--- config.mk ---
export PLATFORM = sky130hd
export DESIGN_NAME = me_best_mv_tracker
export DESIGN_NICKNAME = d
export VERILOG_FILES = /design/src/rtl/me_best_mv_tracker.sv
export SDC_FILE = /design/constraint.sdc
export NUM_CORES = 1
export LEC_CHECK = 0
export CAP_MARGIN = 20
export CELL_PAD_IN_SITES_DETAIL_PLACEMENT = 0
export CELL_PAD_IN_SITES_GLOBAL_PLACEMENT = 1
export CORE_MARGIN = 2
export CORE_UTILIZATION = 42
export CTS_CLUSTER_SIZE = 12
export DETAILED_ROUTE_END_ITERATION = 7
export PLACE_DENSITY_LB_ADDON = 0.1
export SETUP_SLACK_MARGIN = 0.05
export SLEW_MARGIN = 40
export SYNTH_ARGS = -nofsm -noshare
export SYNTH_HDL_FRONTEND = slang
export SYNTH_SLANG_ARGS = --single-unit
--- constraint.sdc ---
create_clock -name clk -period 8.1 [get_ports clk]
set_input_delay 1.62 -clock clk [delete_from_list [all_inputs] [get_ports clk]]
set_output_delay 1.62 -clock clk [all_outputs]
set_load 0.005 [all_outputs]
--- src/rtl/me_best_mv_tracker.sv ---
// Tracks the per-partition minimum rate-weighted SAD cost and its motion vector
// over a raster-ordered SEARCH_W x SEARCH_H candidate window.
//
// state   | meaning
// --------+-----------------------------------------------------------
// IDLE    | waiting for start; results of the last window held
// RUN     | accepting one candidate per sad_valid cycle
// DONE    | one-cycle pulse after the last candidate; results final
module me_best_mv_tracker #(
  parameter int NUM_PART = 4,
  parameter int SAD_W    = 16,
  parameter int SEARCH_W = 32,
  parameter int SEARCH_H = 64,
  parameter int LAMBDA   = 4,
  parameter int COST_EN  = 1,
  localparam int CW      = $clog2(SEARCH_W),
  localparam int RW      = $clog2(SEARCH_H),
  localparam int COST_W  = SAD_W + 1
) (
  input  logic                       clk,
  input  logic                       rst,
  input  logic                       start,
  input  logic                       sad_valid,
  input  logic [NUM_PART*SAD_W-1:0]  sad_in,
  output logic                       busy,
  output logic                       done,
  output logic [CW-1:0]              search_column_count,
  output logic [RW-1:0]              search_row_count,
  output logic [NUM_PART*COST_W-1:0] best_cost,
  output logic [NUM_PART*CW-1:0]     best_mvx,
  output logic [NUM_PART*RW-1:0]     best_mvy
);

  localparam int XW     = 64;
  localparam int HALF_W = SEARCH_W / 2;
  localparam int HALF_H = SEARCH_H / 2;
  localparam logic [COST_W-1:0] COST_MAX = '1;

  typedef enum logic [1:0] {ST_IDLE, ST_RUN, ST_DONE} state_t;

  state_t            state_q, state_d;
  logic [CW-1:0]     col_q, col_d;
  logic [RW-1:0]     row_q, row_d;
  logic [COST_W-1:0] cost_q [NUM_PART];
  logic [COST_W-1:0] cost_d [NUM_PART];
  logic [CW-1:0]     mvx_q  [NUM_PART];
  logic [CW-1:0]     mvx_d  [NUM_PART];
  logic [RW-1:0]     mvy_q  [NUM_PART];
  logic [RW-1:0]     mvy_d  [NUM_PART];
  logic [XW-1:0]     raw_cost  [NUM_PART];
  logic [COST_W-1:0] cand_cost [NUM_PART];

  logic          accept, last_col, last_row, last_cand;
  logic [XW-1:0] abs_x, abs_y, mv_cost;
  logic [CW-1:0] cur_mvx;
  logic [RW-1:0] cur_mvy;

  assign last_col  = (col_q == CW'(SEARCH_W - 1));
  assign last_row  = (row_q == RW'(SEARCH_H - 1));
  assign last_cand = last_col && last_row;
  assign accept    = (state_q == ST_RUN) && sad_valid && !start;

  always_ff @(posedge clk or posedge rst) begin
    if (rst) state_q <= ST_IDLE;
    else     state_q <= state_d;
  end

  // start overrides every transition, including the last-candidate one
  always_comb begin
    state_d = state_q;
    if (start) begin
      state_d = ST_RUN;
    end else begin
      case (state_q)
        ST_IDLE: state_d = ST_IDLE;
        ST_RUN:  if (sad_valid && last_cand) state_d = ST_DONE;
        ST_DONE: state_d = ST_IDLE;
        default: state_d = ST_IDLE;
      endcase
    end
  end

  always_comb begin
    busy = (state_q == ST_RUN);
    done = (state_q == ST_DONE);
  end

  always_comb begin
    col_d = col_q;
    row_d = row_q;
    if (start) begin
      col_d = '0;
      row_d = '0;
    end else if (accept) begin
      if (last_col) begin
        col_d = '0;
        row_d = last_row ? '0 : row_q + RW'(1);
      end else begin
        col_d = col_q + CW'(1);
      end
    end
  end

  // MV of the current candidate, centred on the window middle
  always_comb begin
    abs_x   = (XW'(col_q) >= XW'(HALF_W)) ? XW'(col_q) - XW'(HALF_W) : XW'(HALF_W) - XW'(col_q);
    abs_y   = (XW'(row_q) >= XW'(HALF_H)) ? XW'(row_q) - XW'(HALF_H) : XW'(HALF_H) - XW'(row_q);
    mv_cost = (COST_EN != 0) ? XW'(LAMBDA) * (abs_x + abs_y) : '0;
    cur_mvx = col_q - CW'(HALF_W);
    cur_mvy = row_q - RW'(HALF_H);
  end

  always_comb begin
    for (int p = 0; p < NUM_PART; p++) begin
      raw_cost[p]  = XW'(sad_in[p*SAD_W +: SAD_W]) + mv_cost;
      cand_cost[p] = (raw_cost[p] > XW'(COST_MAX)) ? COST_MAX : raw_cost[p][COST_W-1:0];
    end
  end

  // strict compare so the earliest raster candidate keeps a tie
  always_comb begin
    for (int p = 0; p < NUM_PART; p++) begin
      cost_d[p] = cost_q[p];
      mvx_d[p]  = mvx_q[p];
      mvy_d[p]  = mvy_q[p];
      if (start) begin
        cost_d[p] = COST_MAX;
        mvx_d[p]  = '0;
        mvy_d[p]  = '0;
      end else if (accept && (cand_cost[p] < cost_q[p])) begin
        cost_d[p] = cand_cost[p];
        mvx_d[p]  = cur_mvx;
        mvy_d[p]  = cur_mvy;
      end
    end
  end

  always_ff @(posedge clk or posedge rst) begin
    if (rst) begin
      col_q <= '0;
      row_q <= '0;
      for (int p = 0; p < NUM_PART; p++) begin
        cost_q[p] <= COST_MAX;
        mvx_q[p]  <= '0;
        mvy_q[p]  <= '0;
      end
    end else begin
      col_q <= col_d;
      row_q <= row_d;
      for (int p = 0; p < NUM_PART; p++) begin
        cost_q[p] <= cost_d[p];
        mvx_q[p]  <= mvx_d[p];
        mvy_q[p]  <= mvy_d[p];
      end
    end
  end

  always_comb begin
    search_column_count = col_q;
    search_row_count    = row_q;
    for (int p = 0; p < NUM_PART; p++) begin
      best_cost[p*COST_W +: COST_W] = cost_q[p];
      best_mvx[p*CW +: CW]          = mvx_q[p];
      best_mvy[p*RW +: RW]          = mvy_q[p];
    end
  end

endmodule

# [After elaboration in Yosys (flattened, before gate mapping)]
# Index checks and enable logic that the tools add are counted.
[word_totals] input_bits=68 elab_cells=99 output_inout_bits=125 ff_bits=125
[op_classes] n_mux=40 magnitude_cmp=10 eq_ne=5 reduce_logical=16 addsub=13
[ops] op="adder 16 x 64 -> 64 bit" n=4
[ops] op="greater-than comparator 64 x 17 -> 1 bit, second input constant" n=4
[ops] op="2-to-1 mux 17 bit" n=12
[ops] op="2-to-1 mux 62 bit" n=2
[ops] op="2-to-1 mux 6 bit" n=12
[ops] op="< comparator 17 bit" n=4
[ops] op="adder 62 bit" n=1
[ops] op="2-to-1 mux 5 bit" n=11
[ops] op="nonzero test 2 bit" n=6
[ops] op="logical AND 1 bit" n=8
[ops] op="subtractor 6 x 6 -> 7 bit, first input constant" n=1
[ops] op="subtractor 6 x 6 -> 7 bit, second input constant" n=1
[ops] op="adder 6 x 1 -> 6 bit, second input constant" n=1
[ops] op="equality test 6 bit, second input constant" n=1
[ops] op=">= comparator 6 bit, second input constant" n=1
[ops] op="2-to-1 mux 2 bit" n=3
[ops] op="subtractor 5 x 5 -> 6 bit, first input constant" n=1
[ops] op="subtractor 5 x 5 -> 6 bit, second input constant" n=1
[ops] op="subtractor 6 bit, second input constant" n=1
[ops] op="adder 5 x 1 -> 5 bit, second input constant" n=1
[ops] op="equality test 5 bit, second input constant" n=1
[ops] op=">= comparator 5 bit, second input constant" n=1
[ops] op="subtractor 5 bit, second input constant" n=1
[ops] op="inequality test 3 x 2 -> 1 bit, second input constant" n=1
[ops] op="other kinds (4)" n=4

# [Longest topological paths before layout]
[depth] depth_word=10 mapped_depth=40 mapped_depth_nobuf=35

# [Worst setup path before layout]
# OpenSTA, ideal clock, no wires.
[synth_timing] path_kind="register -> register" start="reg col_q[0], in the netlist search_column_count[0]" end="reg cost_q (netlist bit best_cost[51])" setup_ns=0.079 n_path_buf=5 t_arrival_ns=6.740 t_required_ns=8.021 stages_incl_launch_ff=33 period_less_slack_ns=6.818 setup_slack_ns=1.282 path_cell_list="dfrtp_1 -> clkbuf_1 -> inv_1 -> ha_1 -> mux2_2 -> ha_1 -> a211oi_1 -> nor2_1 -> a21o_1 -> a21oi_1 -> xnor2_1 -> ha_1 -> a21oi_1 -> a21oi_1 -> o32ai_1 -> clkbuf_1 -> mux2i_1 -> o22ai_1 -> nor4_4 -> buf_2 -> nand3_1 -> ha_1 -> a21oi_1 -> nor2b_1 -> o21ai_0 -> nand2b_1 -> a21oi_1 -> o21ai_0 -> o21ba_2 -> clkbuf_1 -> clkbuf_1 -> a21oi_1 -> o21ai_0"
[synth_via] elab_chain_cells=9 word_cells_on_any_way=13 classes_between="add/sub: 4; order compare: 3; mux: 4; reduce/logical: 2"
[synth_lines] item="from (decl)" line_no="42" source="logic [CW-1:0] col_q, col_d;"
[synth_lines] item="from (signal assigned)" line_no="148" source="col_q <= col_d;"
[synth_lines] item="subtractor 5 x 5 -> 6 bit or >= comparator 5 bit (tied branches)" line_no="106" source="abs_x = (XW'(col_q) >= XW'(HALF_W)) ? XW'(col_q) - XW'(HALF_W) : XW'(HALF_W) - XW'(col_q);"
[synth_lines] item="2-to-1 mux 62 bit *" line_no="106"
[synth_lines] item="adder 62 bit *" line_no="108" source="mv_cost = (COST_EN != 0) ? XW'(LAMBDA) * (abs_x + abs_y) : '0;"
[synth_lines] item="adder 16 x 64 -> 64 bit *" line_no="115" source="raw_cost[p] = XW'(sad_in[p*SAD_W +: SAD_W]) + mv_cost;"
[synth_lines] item="greater-than comparator 64 x 17 -> 1 bit" line_no="116" source="cand_cost[p] = (raw_cost[p] > XW'(COST_MAX)) ? COST_MAX : raw_cost[p][COST_W-1:0];"
[synth_lines] item="2-to-1 mux 17 bit *" line_no="116"
[synth_lines] item="< comparator 17 bit" line_no="130" source="end else if (accept && (cand_cost[p] < cost_q[p])) begin"
[synth_lines] item="logical AND 1 bit" line_no="130"
[synth_lines] item="nonzero test 2 bit (no line)"
[synth_lines] item="to (signal, indexed assignment)" line_no="151" source="cost_q[p] <= cost_d[p];"
[synth_lines] item="to (decl)" line_no="44" source="logic [COST_W-1:0] cost_q [NUM_PART];"
# Mark *: on every way between the ends. The rest lies on a longest branch, timed or not. The select of a mux whose other input is x is not followed.
# A chain may end at the register's enable or synchronous reset.

# [Worst setup path after layout]
[layout_timing] start="reg row_q[0], in the netlist search_row_count[0]" end="reg mvx_q (netlist bit best_mvx[1])"
[layout_via] elab_chain_cells=9 word_cells_on_any_way=11 classes_between="add/sub: 4; order compare: 3; mux: 2; reduce/logical: 2"
[layout_lines] item="from (decl)" line_no="43" source="logic [RW-1:0] row_q, row_d;"
[layout_lines] item="from (signal assigned)" line_no="149" source="row_q <= row_d;"
[layout_lines] item="subtractor 6 x 6 -> 7 bit or >= comparator 6 bit (tied branches)" line_no="107" source="abs_y = (XW'(row_q) >= XW'(HALF_H)) ? XW'(row_q) - XW'(HALF_H) : XW'(HALF_H) - XW'(row_q);"
[layout_lines] item="2-to-1 mux 62 bit *" line_no="107"
[layout_lines] item="adder 62 bit *" line_no="108"
[layout_lines] item="adder 16 x 64 -> 64 bit *" line_no="115"
[layout_lines] item="greater-than comparator 64 x 17 -> 1 bit" line_no="116"
[layout_lines] item="2-to-1 mux 17 bit *" line_no="116"
[layout_lines] item="< comparator 17 bit *" line_no="130"
[layout_lines] item="logical AND 1 bit *" line_no="130"
[layout_lines] item="nonzero test 2 bit (no line) *"
[layout_lines] item="to (signal, indexed assignment)" line_no="152" source="mvx_q[p] <= mvx_d[p];"
[layout_lines] item="to (decl)" line_no="46" source="logic [CW-1:0] mvx_q [NUM_PART];"
# Mark *: on every way between the ends. The rest lies on a longest branch, timed or not.

==> flow_summary.yaml <==
outcome:
  status: "complete, no violations"
cts:
  htree_levels: 4
  cts-root-buf: "clkbuf_16"
  cts_made_buffers: 17
  clockBufferDepth: 2
  post_cts_buffers: 0
  cts_tree: "done"
  cts_sinks: 125
  clk_pin_slew_worst_paths_ns: 0.07
  insertion_delay_ns: 0.45
timing:
  clock.fmax_ghz: 0.1372
  finalCritPeriodShare_pct: 89.98
  finClkSkew_ns: 0.01605
  finalSetupViolCount: 0
  worstMarginPinSlew_ns: 1.414
  slew_viol_final: 0
  grt_setup_unrepaired: "false"
  period_needed_ns: 7.288
  hold_viol_final: 0
  slew_headroom_pct: 5.310
  fin_tns_setup_ns: 0
cells_and_area:
  layout.nets: 2068
  fillerInstances: 3077
  postLayoutCoreUtil_pct: 51.95
  drive_gt1_share_pct: 9.952
  area_delta_synth_final_pct: 21.45
  diodes: 0
synth:
  synth.distinct_cells: 95
  synth_edf_count: 0
  ys_async_sr_fraction_pct: 100.0
  synth_area_mm2: 0.01353
  yosysSeqAreaShare_pct: 23.74
  yosysWarnings: 0
  synth-seq-cells: 125
  synth_cells: 1676
  synthFlopType: "dfstp_2"
  synth_area_per_cell_um2: 8.074
floorplanning:
  coreArea_mm2: 0.03164
  rows: 65
  io_pins: 193
  start_util_pct: 42.77
  dieArea_mm2: 0.03367
  die_w_um: 183.5
  die_y_um: 183.5
critical_path:
  path_class: "flop to flop"
  endpoint_kind: "flop"
  arrival_ns: 7.65
  worstPathMaxFanout: 14
  critPathMaxStageDelay_ns: 0.57
  critPathSlowestCell: "dfrtp_1"
  start_kind: "flop"
  cp_data_required_time_ns: 8.47
routing:
  num_vias: 13800
  routedWlPerCell_um: 22.30
  firstDrtPassIters: 6
  wl_um: 50410
  ant_nets: 0
  routed_via_density: 6.104
  drt-initial-drc-count: 1188
  drc_errors: 0
power:
  power_frac_comb_pct: 55.4
  p_leak_nw: 7.424
  pwr_density_cell_mw_per_mm2: 187.1
  max-vdd-ir-drop_v: 0.0001536
  internal-power_w: 0.001635
  p_seq_share_pct: 20.6
  switching_share_pct: 46.82
  p_clk_share_pct: 24.0
  switchingPower_w: 0.001440
placement:
  port_buffers: 192
  hpwl_um: 37560
  place_congestion: 1.010
global_route:
  grt_pass1_vias: 13020
  overflow: 0
  grt_max_degree: 71
  grt_pass1_wl_um: 76710
  antenna_found_initial: 0
  track_usage_pct: 29.78
worst_hold_path:
  hold_class: "flop to flop"
flow_run:
  cap_violations: 0
-- synth_stat cells (all sizes together) (14+ instances only) --
cell,number,area share [%]
nand4,35,1.7
nor4,32,1.9
mux2i,20,1.5
a211oi,23,1.3
o21a,22,1.2
or3,14,0.65
clkbuf,75,2.1
a31oi,24,1.1
and3,20,0.92
a21o,40,2.2
nor2,75,2.2
inv,112,3.1
fa,22,3.3
dfstp,68,13
nand2b,30,1.4
o21ai,122,4.5
ha,132,12
nand2,132,3.8
o211ai,24,1.3
xor2,31,2.0
nor2b,30,1.4
a41oi,24,2.2
a21oi,153,5.7
nor3,62,2.5
a31o,18,1.2
dfrtp,57,11
nand3,82,3.1
xnor2,26,1.7
buf,32,1.5
-- area by class of cell --
cell class	instances	area, um^2	share of cell area (%)
Sequential cell	125	3213	19.55
Timing Repair Buffer	223	2178	13.25
Tap cell	402	503.0	3.061
Clock buffer	18	429.2	2.611
Inverter	112	425.4	2.589
Clock inverter	14	111.4	0.6776
Multi-Input combinational cell	1367	9574	58.26
-- state kept, by name, summed over array words and instances (netlist names) --
register,cells
best_mvx,20
state_q,2
search_row_count,6
search_column_count,5
best_cost,68
best_mvy,24
-- routing by layer --
layer	vias up	wire, um	global-route usage [%]
met4	0	1143	9.408
met1	6681	23740	43.03
met3	62	2896	2.932
met5	-	0	0
met2	550	22630	46.79
li1	6508	-	-
-- cell families after synthesis --
logic type	Yosys count	synth area share [%]
compound gates	532	26.10
xor+xnor	57	3.689
fa+ha+maj	154	15.46
buf+inv	219	6.667
flops	125	23.74
mux	24	1.812
other cells	2	0.05550
simple gates	563	22.47
-- layout by cell type (no fill, tap or decap), types with 31 or more instances in the layout --
cell type,n
nand4_1,34
ha_1,132
nand3_1,81
inv_1,110
a21o_1,40
conb_1,37
xor2_1,31
clkdlybuf4s50_1,191
o21ai_1,46
dfrtp_1,57
nor3_1,59
a21oi_1,153
nand2_1,129
nor2_1,73
dfstp_2,68
o21ai_0,76
-- final timing paths --
path	startpoint	end	slack, ns	cells after the start
min in group asynchronous	rst	best_mvx[7]$_DFFE_PP0P_	1.60	2
setup / recovery	search_row_count[0]$_DFFE_PP0P_	best_mvx[1]$_DFFE_PP0P_	0.81	31
max in group asynchronous	rst	best_mvx[14]$_DFFE_PP0P_	5.43	3
setup reg to reg	search_row_count[0]$_DFFE_PP0P_	best_mvx[1]$_DFFE_PP0P_	0.81	31
hold / removal	best_cost[19]$_DFFE_PP1P_	best_cost[19]$_DFFE_PP1P_	0.51	2
hold reg to reg	best_cost[19]$_DFFE_PP1P_	best_cost[19]$_DFFE_PP1P_	0.51	2
-- repair_timing --
action | in CTS | in global routing
hold buffers | 0 | 0
gates resized for setup | 0 | 2
endpoints found under the setup margin | 0 | 26
-- critical path, delay by kind of cell, from the launching register on --
kind	cells	cell delay, ns
AO/OA/AOI/OAI	11	2.11
AND/OR/NAND/NOR	9	1.68
XOR/XNOR	2	0.64
flip-flops	1	0.57
adder cells (fa/ha/maj)	4	1.31
buffers and inverters	5	0.88
-- per-stage QoR --
stage | worst slack, ns | instance area [um^2] | cells | power, W | hold slack (ns)
finish | 0.8120 | 16430 | 2261 | 0.003075 | 0.5114
CTS | 0.5217 | 16400 | 2260 | 0.002890 | 0.5111
floorplan | 1.282 | 13660 | 1711 | 0.001782 | 0.4905
detailed placement | 0.5358 | 15860 | 2228 | 0.002141 | 0.4979
global route | 0.1390 | 16430 | 2261 | 0.003250 | 0.5331
global placement | 0.8048 | 15830 | 2227 | 0.002137 | 0.4924
-- power by group through the flow --
stage	clock, W	combinational (W)	sequential (W)
final	0.000738	0.00170	0.000634
after global routing	0.000779	0.00184	0.000634
after CTS	0.000752	0.00150	0.000634
after detailed placement	0	0.00150	0.000644
after global placement	0	0.00149	0.000643
after floorplan	0	0.00114	0.000641
Note: power is estimated with default switching activity, not from simulation.
==> edit 1 (same settings) <==
Change the parameter `COST_EN` from 1 to 0.
--- a/src/rtl/me_best_mv_tracker.sv
+++ b/src/rtl/me_best_mv_tracker.sv
@@ -14,3 +14,3 @@
   parameter int LAMBDA   = 4,
-  parameter int COST_EN  = 1,
+  parameter int COST_EN  = 0,
   localparam int CW      = $clog2(SEARCH_W),
Check against the original RTL: not equivalent (Yosys sat finds a counterexample within 4 cycles, from zero or initial values and one cycle with rst high).
==> edit 1 against the unedited design <==
Clock power up 8.3%; global-route usage fell by 9.3 points; final area shrank 40%; area after synthesis shrank 47%; worst setup slack gained 3300 ps; count of clock-buffer cells in the layout unchanged; sequential cell count did not move; register-to-register slack gained 4300 ps; critical path depth is 23 lower; routed wire length is 64% lower; total power decreased by 41%; critical path type is now in2reg; critical endpoint is now best_mvx[5]; largest cell class unchanged.
==> edit 1: results (changes against the unedited design) <==
* Status: finished, final reports clean
* Hold Path Class: reg2reg
* # nets final at 1,035 (-50%)
* Yosys cell types at 41 (-57%)
* Clk Latency, worst-skew pair at 420 ps (-30 ps)
* Initial antenna violation count at 0 (unchanged)
* Vias per cell at 4.90 (-20%)
* Flop-to-flop setup slack at 5160 ps (+4350 ps)
* Number of non-filler instances in the completed layout at 1,137 (-50%)
* Pin count of the biggest net entering global routing at 94 (+32%)
* WL per Instance at 15.9 µm (-29%)
* Placed Area at 9270 µm² (-42%)
* Leakage at 5.31 nW (-29%)
* Maximum fanout along the worst path at 19 (+5)
* Dpl hpwl at 12,900 µm (-66%)
* Layout cells sized above 1 at 0.130 (+0.0303)
* Clock Path Buffers at 2 (unchanged)
* Number of port buffers at 192 (unchanged)
* Fill cell count at 1,406 (-54%)
* Synth area leaders: dfstp_2 (25%), dfrtp_1 (20%), mux2i_1 (15%)
* Clock Tree Root: clkbuf_16
* Largest register FFs at 68 (unchanged)
* Most frequent cells after synthesis: inv_1 (134), mux2i_1 (108), nor2_1 (74)
* Critical path arrival at 4340 ps (-3310 ps)
* Gpl congestion at 0.794 (-21%)
* First-pass GRT wire length at 29,100 µm (-62%)
* Skew final at 10.5 ps (-5.60 ps)
* Worst ir drop on vdd at 0.155 mV (+0.92%)
* Pre-antenna DRT Iters at 4 (-2)
* Hold Fails Final Rpt at 0 (unchanged)
* GRT Total Usage at 0.205 (-0.0925)
* Initial DRC Count at 242 (-80%)
* Sequential area share after synthesis at 0.450 (+0.213)
* Worst Max-Slew Pin Slew at 684 ps (-730 ps)
* Clock buffer count from CTS at 17 (unchanged)
* Vias in the first global route at 5,793 (-56%)
* Syn Inst Count at 712 (-58%)
## edit 1: cell types whose count changed in the layout (fill, tap and decap cells not counted), moves of 29 or more
cell,delta
nand2_1,-110
o21ai_1,-46
conb_1,-37
a21oi_1,-119
a21o_1,-29
nor3_1,-54
ha_1,-69
mux2i_1,+88
o21ai_0,-65
xor2_1,-31
nand4_1,-31
nand3_1,-74
## edit 1: cell type report
class | count | area (µm²) | share of cell area
tap | 220 | 275 | 0.0278
clock buffer | 18 | 439 | 0.0444
clock inverter | 14 | 186 | 0.0188
multi-input combinational | 425 | 3280 | 0.332
inverter | 134 | 505 | 0.0511
timing repair buffer | 201 | 1990 | 0.202
sequential | 125 | 3210 | 0.325
## edit 1: worst max-delay path, cell delays in order
cell	delay, ps
clkdlybuf4s50_1	420
ha_1	300
nand2_1	60
or3_1	390
a2111o_1	460
o211ai_4	420
buf_4	410
mux2i_1	250
## edit 1: cell families (layout without fill, tap and decap cells)
logic type	Yosys count	count (layout)	share of synthesized area
adder cells (fa/ha/maj)	63	63	0.110
multiplexers	108	108	0.151
AND/OR/NAND/NOR	173	173	0.120
XOR/XNOR	2	2	0.00245
buffers and inverters	162	367	0.0946
flip-flops	125	125	0.450
AO/OA/AOI/OAI	79	79	0.0717
## edit 1: per-layer routing
layer / GRT usage / wire length, µm / vias to the layer above
li1: - / - / 2716
met1: 0.277 / 8270 / 2691
met2: 0.321 / 8510 / 144
met3: 0.0476 / 978 / 23
met4: 0.0789 / 284 / 0
met5: 0 / 0 / -
## edit 1: final timing paths
path                            endpoint          start  cells past startpoint
setup / recovery             best_mvx[5]     sad_in[24]                      8
hold / removal             best_cost[36]  best_cost[36]                      2
setup reg to reg             best_mvx[5]  best_cost[25]                      8
hold reg to reg            best_cost[36]  best_cost[36]                      2
max in group asynchronous    best_mvy[1]            rst                      3
min in group asynchronous   best_mvx[19]            rst                      2
## edit 1: power by group
group          leakage [nW]  internal, mW  total, mW  switching [mW]
clock network         0.299         0.499      0.799           0.300
registers              1.49         0.680      0.707          0.0267
logic                  3.52         0.161      0.300           0.139
## edit 1: per-stage QoR
step                utilization  hold slack, ps  setup slack, ps
finish                    0.597             523             4090
global route              0.597             541             3970
CTS                       0.597             528             4050
detailed placement        0.559             518             3610
global placement          0.559             508             3740
floorplan                     -             506             3260
==> edit 2 (config.mk and constraints unchanged) <==
Made on the original files. Encoding of `state_t`: now one-hot (3 bits for 3 states).
--- a/src/rtl/me_best_mv_tracker.sv
+++ b/src/rtl/me_best_mv_tracker.sv
@@ -38,3 +38,3 @@
 
-  typedef enum logic [1:0] {ST_IDLE, ST_RUN, ST_DONE} state_t;
+  typedef enum logic [2:0] {ST_IDLE = 3'b001, ST_RUN = 3'b010, ST_DONE = 3'b100} state_t;
 
Function: no difference found for any inputs over 4 cycles, from zero or initial values and one cycle with rst high; so few cycles prove little.
==> edit 2 against the unedited design <==
Total power rose by 10%; critical path type unchanged; sequential cell count up 1; final area is 5.7% higher; via count up 9.7%; clock power grew 13%; routed wire length grew 12%; highest routed layer unchanged; worst setup slack got worse by 420 ps; area after synthesis rose by 3.8%.
==> edit 2: results (changes against the unedited design) <==
* Adder-cell share of the synthesized area at 0.149 (-0.00567)
* Maximum fanout along the worst path at 16 (+2)
* Initial DRC Count at 1,567 (+32%)
* Pin count of the biggest net entering global routing at 74 (+4.2%)
* Reg-to-reg endpoint: best_cost[21]
* Initial antenna violation count at 2 (+2)
* Nonclk inv count at 108 (-3.6%)
* Critical hold path startpoint: best_cost[53]
* Vias at 15,100 (+9.7%)
* Yosys cell types at 91 (-4.2%)
* Clock group power at 0.831 mW (+13%)
* R2r startpoint: search_row_count[1]
* Syn Inst Count at 1,795 (+7.1%)
* Leakage at 7.69 nW (+3.6%)
* Dpl hpwl at 42,800 µm (+14%)
* Multiplexer share of the synthesized area at 0.0110 (-0.00717)
* Slowest cell delay on critical path at 510 ps (-60 ps)
* M1 WL at 25,300 µm (+6.6%)
* Switching part of the total at 0.462 (-0.00646)
* # nets final at 2,198 (+6.3%)
* Sequential area share after synthesis at 0.231 (-0.00684)
* P_seq at 0.636 mW (about the same)
* Slowest cell on crit path: fa_1
* Multi-input combinational area share at 0.584 (+0.00152)
* First-pass GRT wire length at 86,200 µm (+12%)
* Dpl cells at 2,397 (+7.6%)
* XOR/XNOR Fraction of Synth Area at 0.0387 (+0.00176)
* Status: finished, final reports clean
* Hold Path Sink: best_cost[53]
* GRT Total Usage at 0.318 (+0.0202)
* #MultiIn Comb at 1,470 (+7.5%)
* Worst Max-Slew Pin Slew at 1220 ps (-192 ps)
* Worst ir drop on vdd at 0.165 mV (+7.2%)
* Tot Pwr at 3.40 mW (+10%)
* Synth Area in Compound Gates at 0.269 (+0.00815)
* Met1 Resource Use GR at 0.441 (+0.0109)
* Skew final at 8.53 ps (-7.53 ps)
* Bufs w/o clock at 253 (+13%)
* R2R depth at 32 (+3.2%)
* Storage element area at 3240 µm² (+0.82%)
* Delay-heaviest family, CP: simple AND/OR/NAND/NOR gates
* Synthesis-stage register bit count at 126 (+0.80%)
* WL met2 at 25,600 µm (+13%)
* Worst Hold Slack at 520 ps (+8.80 ps)
* Vias per cell at 6.23 (+2.0%)
* Metal3 WL at 3950 µm (+37%)
* Power density cells at 195 nW/µm² (+4.4%)
* Critical path arrival at 8040 ps (+390 ps)
* Die W at 187 µm (+1.8%)
* Fill cell count at 3,165 (+2.9%)
* NonClk Buf Share at 0.138 (+0.00590)
* CLK BUF at 17 (-1)
[edit 2: cell types whose count changed in the layout (fill, tap and decap cells not counted), sizes merged, moves of 10 or more]
cell    unedited run  this run
or2                3        28
nand4             35        58
o21ai            122       163
a211oi            23        35
a41oi             24         3
a21oi            153       167
nand2            132       100
or3               14         4
nor4              32        18
nor3              62       101
nor2              75        97
buf               32        62
nor2b             30        14
a21o              40        51
[edit 2: logic make-up (layout without fill, tap and decap cells)]
group / after synthesis / count (layout)
compound gates: 593 / 593
buf+inv: 234 / 393
mux: 15 / 15
other cells: 2 / 37
fa+ha+maj: 154 / 154
xor+xnor: 62 / 62
simple gates: 609 / 609
flops: 126 / 126
[edit 2: metrics by stage]
stage | TNS (ps) | setup slack (ps)
after floorplan | 0 | 93.4
after global placement | 0 | 201
after detailed placement | -14.6 | -14.6
after CTS | 0 | 83.0
after global routing | 0 | 22.1
final | 0 | 390
